$ cat config.mk
export PLATFORM = sky130hd
export DESIGN_NAME = start_rr_scheduler
export DESIGN_NICKNAME = d
export VERILOG_FILES = /design/src/rtl/start_rr_scheduler.sv
export SDC_FILE = /design/constraint.sdc
export NUM_CORES = 1
export LEC_CHECK = 0
export CORE_AREA = 5 5 62 64
export DETAILED_ROUTE_END_ITERATION = 10
export DIE_AREA = 0 0 67 69
export PLACE_DENSITY = 0.78
export SETUP_SLACK_MARGIN = 0.4
export SYNTH_ARGS = -nofsm -noshare
export SYNTH_HDL_FRONTEND = slang
export SYNTH_SLANG_ARGS = --single-unit
$ cat constraint.sdc
create_clock -name aclk -period 2.19 [get_ports aclk]
set_clock_uncertainty 0.2 [all_clocks]
set_input_delay 0.219 -clock aclk [delete_from_list [all_inputs] [get_ports aclk]]
set_output_delay 0.219 -clock aclk [all_outputs]
set_load 0.05 [all_outputs]
$ cat src/rtl/start_rr_scheduler.sv
`default_nettype none
// ============================================================================
// Module      : start_rr_scheduler
// Description : Round-robin scheduler in front of one shared, fixed-latency,
//               start-triggered engine. Grants one requester at a time,
//               pulses the engine start with the requester ID, and returns
//               a one-hot done pulse to that requester exactly LATENCY
//               cycles after its start by carrying the ID down a tag pipe.
// Ports       : aclk, aresetn (async, active-low)
//               iEnable   - allows new grants (in-flight ops always finish)
//               iReq      - per-requester level request
//               oAck      - one-hot grant, high only in the start cycle
//               oStart    - single-cycle engine start pulse
//               oStartId  - granted ID while oStart=1, else 0
//               oDone     - one-hot done pulse, LATENCY cycles after start
//               oInFlight - started but not yet done operations
//               oIdle     - no arbitration activity and nothing in flight
// Options     : `define START_RR_SCHED_CHECK_EN adds iEngDone (engine
//               result-valid) and sticky oLatErr, set whenever iEngDone
//               disagrees with the retiring tag.
// Revision    : 1.0 - initial release
// ============================================================================
module start_rr_scheduler #(
  parameter int NUM_REQ = 4,
  parameter int LATENCY = 5,
  parameter int MIN_GAP = 0
) (
  input  logic                         aclk,
  input  logic                         aresetn,
  input  logic                         iEnable,
  input  logic [NUM_REQ-1:0]           iReq,
`ifdef START_RR_SCHED_CHECK_EN
  input  logic                         iEngDone,
  output logic                         oLatErr,
`endif
  output logic [NUM_REQ-1:0]           oAck,
  output logic                         oStart,
  output logic [$clog2(NUM_REQ)-1:0]   oStartId,
  output logic [NUM_REQ-1:0]           oDone,
  output logic [$clog2(LATENCY+1)-1:0] oInFlight,
  output logic                         oIdle
);

  localparam int IDW  = $clog2(NUM_REQ);
  localparam int CNTW = $clog2(LATENCY+1);
  localparam int GAPW = 4;

  typedef enum logic [1:0] {
    ST_IDLE  = 2'd0,
    ST_ISSUE = 2'd1,
    ST_GAP   = 2'd2
  } state_t;

  state_t           state, state_nxt;
  logic [IDW-1:0]   ptr;
  logic [IDW-1:0]   winner;
  logic [IDW-1:0]   idx;
  logic             found;
  logic             grant;
  logic [GAPW-1:0]  gap_cnt, gap_nxt;
  logic             tag_vld [LATENCY];
  logic [IDW-1:0]   tag_id  [LATENCY];
  logic [NUM_REQ-1:0] done_nxt;
  logic [CNTW-1:0]  inflight_nxt;

  // Round-robin search: first set request starting just above the last winner.
  always_comb begin
    found  = 1'b0;
    winner = '0;
    idx    = '0;
    for (int i = 1; i <= NUM_REQ; i++) begin
      idx = IDW'((int'(ptr) + i) % NUM_REQ);
      if (!found && iReq[idx]) begin
        found  = 1'b1;
        winner = idx;
      end
    end
  end

  // Next-state logic. The grant decision is taken in IDLE so that oStart and
  // oAck are registered and appear in the following (ISSUE) cycle.
  always_comb begin
    state_nxt = state;
    gap_nxt   = gap_cnt;
    grant     = 1'b0;
    case (state)
      ST_IDLE: begin
        if (iEnable && found) begin
          grant     = 1'b1;
          state_nxt = ST_ISSUE;
        end
      end
      ST_ISSUE: begin
        if (MIN_GAP > 0) begin
          state_nxt = ST_GAP;
          gap_nxt   = GAPW'(MIN_GAP);
        end else begin
          state_nxt = ST_IDLE;
        end
      end
      ST_GAP: begin
        gap_nxt = gap_cnt - GAPW'(1);
        if (gap_cnt <= GAPW'(1)) begin
          state_nxt = ST_IDLE;
        end
      end
      default: state_nxt = ST_IDLE;
    endcase
  end

  // Start and done in the same cycle leave the count unchanged.
  always_comb begin
    inflight_nxt = oInFlight;
    if (oStart && !(|oDone)) begin
      inflight_nxt = oInFlight + CNTW'(1);
    end else if (!oStart && (|oDone)) begin
      inflight_nxt = oInFlight - CNTW'(1);
    end
  end

  // Tag pipe: stage 0 is loaded together with the registered start, so the
  // last stage is valid in cycle start+LATENCY-1 and the registered oDone
  // lands exactly LATENCY cycles after oStart.
  for (genvar s = 0; s < LATENCY; s++) begin : g_tag
    logic           vld_d;
    logic [IDW-1:0] id_d;
    if (s == 0) begin : g_head
      assign vld_d = grant;
      assign id_d  = winner;
    end else begin : g_body
      assign vld_d = tag_vld[s-1];
      assign id_d  = tag_id[s-1];
    end
    always_ff @(posedge aclk or negedge aresetn) begin
      if (!aresetn) begin
        tag_vld[s] <= 1'b0;
        tag_id[s]  <= '0;
      end else begin
        tag_vld[s] <= vld_d;
        tag_id[s]  <= id_d;
      end
    end
  end

  for (genvar g = 0; g < NUM_REQ; g++) begin : g_done
    assign done_nxt[g] = tag_vld[LATENCY-1] && (tag_id[LATENCY-1] == IDW'(g));
  end

  always_ff @(posedge aclk or negedge aresetn) begin
    if (!aresetn) begin
      state     <= ST_IDLE;
      ptr       <= IDW'(NUM_REQ-1);
      gap_cnt   <= '0;
      oAck      <= '0;
      oStart    <= 1'b0;
      oStartId  <= '0;
      oDone     <= '0;
      oInFlight <= '0;
      oIdle     <= 1'b1;
    end else begin
      state     <= state_nxt;
      gap_cnt   <= gap_nxt;
      oStart    <= grant;
      oAck      <= grant ? (NUM_REQ'(1) << winner) : '0;
      oStartId  <= grant ? winner : '0;
      if (grant) begin
        ptr <= winner;
      end
      oDone     <= done_nxt;
      oInFlight <= inflight_nxt;
      oIdle     <= (state_nxt == ST_IDLE) && (inflight_nxt == '0);
    end
  end

`ifdef START_RR_SCHED_CHECK_EN
  // oDone is the registered image of the retiring tag, i.e. the cycle in
  // which the engine result is due.
  always_ff @(posedge aclk or negedge aresetn) begin
    if (!aresetn) begin
      oLatErr <= 1'b0;
    end else if (iEngDone != (|oDone)) begin
      oLatErr <= 1'b1;
    end
  end
`endif

endmodule
`default_nettype wire
==> results by group <==
Synthesis
  • YS warnings: 0
  • Adder-cell share of the synthesized area: 3.62%
  • Post-synth top cells: dfrtp_1, inv_1, nand2_1, nor2_1
  • Synth Area in Compound Gates: 4.80%
  • Largest family of logic cells by synthesized area: simple AND/OR/NAND/NOR gates
  • Post-Synth XOR/XNOR Area: 3.80%
  • Ys async rst share: 100%
  • Mapped Area: about 1400 um2
  • Top cell type by total area after synthesis: dfrtp_1
  • Count of different cell masters after synthesis: 28
  • Synth Area per Inst: between 10 and 15 um2
  • Ys flop type: dfrtp_1
  • Seq/Total Area, Yosys: 67.3%
  • Post-synth EDFFs: 0
  • Most frequent cell after synthesis: dfrtp_1
  • Synth top area cells: dfrtp_1, dfstp_2, ha_1
  • Yosys top cell area share: 61.6%
  • Register bit total from synthesis: 37
  • Syn Inst Count: 102
  • Simple-Gate Fraction of Synth Area: 14.2%
  • Post-synthesis mux area share: between 3 and 4%
  • Synthesized Nets: about 110

Finish
  • Synthesis-to-finish area growth: 26.2%
  • Fin area: 1740 um2
  • Nets: 142
  • Area of the multi-input gates: 428 um2
  • Filler cell count: 288
  • Final core utilization: between 50% and 60%
  • Diode count: 0
  • Register area: a little over 900 um2
  • Layout cell share with drive strength beyond 1: between 20% and 30%

Power and ir drop
  • P_sw: 0.687 mW
  • IR drop worst, VDD: 445 uV
  • Clock share of power: 24.1%
  • Pwr Density: 1150 nW/um2
  • Sw Share: 34.4%
  • Power share of the combinational group: 30.6%
  • Lkg Pwr: 0.881 nW
  • Flop pwr share: 45.3%
  • Int Power: 1.31 mW

Routing
  • Via count: 858
  • Post-route ant nets: 0
  • DRC violations left: 0
  • 1st-iter DRT viols: 34
  • Drt wl/cell: ~13 um
  • DRT Pass-1 Iters: 4
  • Vias/cell: 4.82
  • Final wirelength: 2230 um

Critical path
  • Crit path max fanout: 8
  • CP Capture Type: register
  • Bufs and invs on worst path: 1
  • Worst setup SP type: input port
  • Crit-path max cell delay: 0.46 ns
  • Max stage delay cell, worst path: clkdlybuf4s50_1
  • Cells along the critical path: clkdlybuf4s50_1, nor4_1, or4b_4, o21ai_0, nor4_2
  • Reg2Reg Setup Slack: 0.47 ns
  • Setup CP Type: input port to register
  • Terminus of the critical flop-to-flop path: oIdle
  • Cell family with most CP delay: simple AND/OR/NAND/NOR gates
  • CP arrival: around 1.8 ns
  • CP Data Required Time: 2.24 ns
  • Reg2reg path depth: 5
  • Worst R2R Start: oDone[1]

Place
  • # port buffers: 21
  • Placement Cell Area: 1660 um2
  • GPL Wtd Cong: 0.760
  • Detailed Place HPWL: 1660 um

Floorplan
  • Row Count: 21
  • Initial core utilization: 42.7%
  • Die area: around 4600 um2
  • Ports: 22
  • Chip width: ~67 um
  • Core footprint: 3230 um2
  • Chip Height: 69 um

Timing
  • Slew Limit Headroom: between 60% and 70%
  • Worst Tran Pin Value: 0.501 ns
  • Tcrit/Tclk final: between 80% and 90%
  • Final Hold Viols: 0
  • Final Setup Violations: 0
  • Max Fclk: 0.568 GHz
  • Fin crit period: 1.76 ns
  • RSZ-0062 raised after global routing: true
  • Max-slew violations: 0

Global route
  • Largest net degree at the start of global routing: 38
  • Vias in the first global route: between 800 and 900
  • Initial antenna violation count: 0
  • Total GRT Usage: 11.2%
  • First-pass GRT wire length: 3880 um
  • GRT Residual Overflow: 0

Job
  • Max-cap violations: 0

Clock tree
  • Clk_lat worst skew: 0.33 ns
  • Longest Clk Path Bufs: 2
  • H-tree lvl count: 2
  • Num CTS Buffers: 5
  • Hold buffers post-CTS: 0
  • Root buf cell: clkbuf_4
  • Clk sinks: 37
  • CTS tree: done
  • Clk slew on worst S/H paths: about 0.11 ns

Worst hold path
  • Hold crit path type: input port to asynchronous set/reset pin

Outcome
  • Status: completed
==> cells in the final DEF, fill, tap and decap left out, types with 4 or more instances in the layout <==
cell              n
clkbuf_4          5
clkdlybuf4s50_1   6
dfrtp_1          29
dfrtp_2           5
dlygate4sd2_1    13
ha_1              4
inv_1             7
nand2_1           7
nor2_1            7
xor2_1            4
==> cells by family after synthesis <==
logic type	after synthesis
flip-flops	37
AND/OR/NAND/NOR	33
XOR/XNOR	6
AO/OA/AOI/OAI	8
multiplexers	5
buffers and inverters	9
adder cells (fa/ha/maj)	4
==> state kept, by name, summed over array words and instances, names as in the netlist, 3 cells and up <==
| register | count |
|---|---|
| g_tag.id_d | 8 |
| gap_cnt | 4 |
| oAck | 4 |
| oDone | 4 |
| g_tag.vld_d | 3 |
| oInFlight | 3 |
==> worst register-to-register path, cell delays in order, from the launching register on <==
cell and delay, ns:
dfrtp_2 0.44, nor4_4 0.26, buf_4 0.18, mux2_4 0.30, mux2i_2 0.19, nor4_2 0.07
==> per-stage QoR <==
step	TNS [ns]	setup WS (ns)	total power [mW]	std cells	hold slack (ns)
floorplan	0	0.394	1.33	102	-0.277
global placement	0	0.103	1.51	168	0.135
detailed placement	-0.0231	-0.0231	1.55	168	0.136
CTS	0	0.357	2.02	178	0.101
global route	0	0.361	2.10	178	0.119
finish	0	0.428	2.00	178	0.101
==> power by group through the flow <==
| stage | Clock (mW) | Sequential, mW | Combinational (mW) |
|---|---|---|---|
| after floorplan | 0 | 1.11 | 0.227 |
| after global placement | 0 | 0.909 | 0.602 |
| after detailed placement | 0 | 0.919 | 0.630 |
| after CTS | 0.502 | 0.905 | 0.610 |
| after global routing | 0.528 | 0.921 | 0.655 |
| final | 0.481 | 0.904 | 0.612 |
==> layer usage <==
layer,track usage [%],up-vias,part of all wire (%)
met5,0,-,0
met4,4.73,0,1.1
met3,6.01,5,7.0
met2,17.1,28,50
met1,12.9,426,41
li1,-,399,-
==> repair_timing <==
item                       4_1_cts  5_1_grt
setup endpoints to repair       16        4
setup buffers                    2        0
pin swaps                        1        0
resized for setup               17        4
==> worst max-delay path by stage <==
stage | to | start | slack (ns) | depth (start not counted)
5_1_grt | oIdle | oDone[1] | 0.36 | 5
4_1_cts | oIdle | oIdle | 0.36 | 1
6_report | oIdle | iReq[0] | 0.43 | 5
2_1_floorplan | oIdle | oDone[0] | 0.39 | 4
3_3_place_gp | oIdle | iReq[0] | 0.10 | 5
3_5_place_dp | oIdle | iReq[0] | -0.02 | 5
==> layout make-up <==
class	instances	area share (%)
clock buffers	6	2.94
clock inverters	2	2.15
inverters	7	1.51
multi-input cells	56	24.6
flip-flops and latches	37	53.7
well taps	46	3.30
repair buffers	24	11.8
Note: power is estimated with default switching activity, not from simulation.
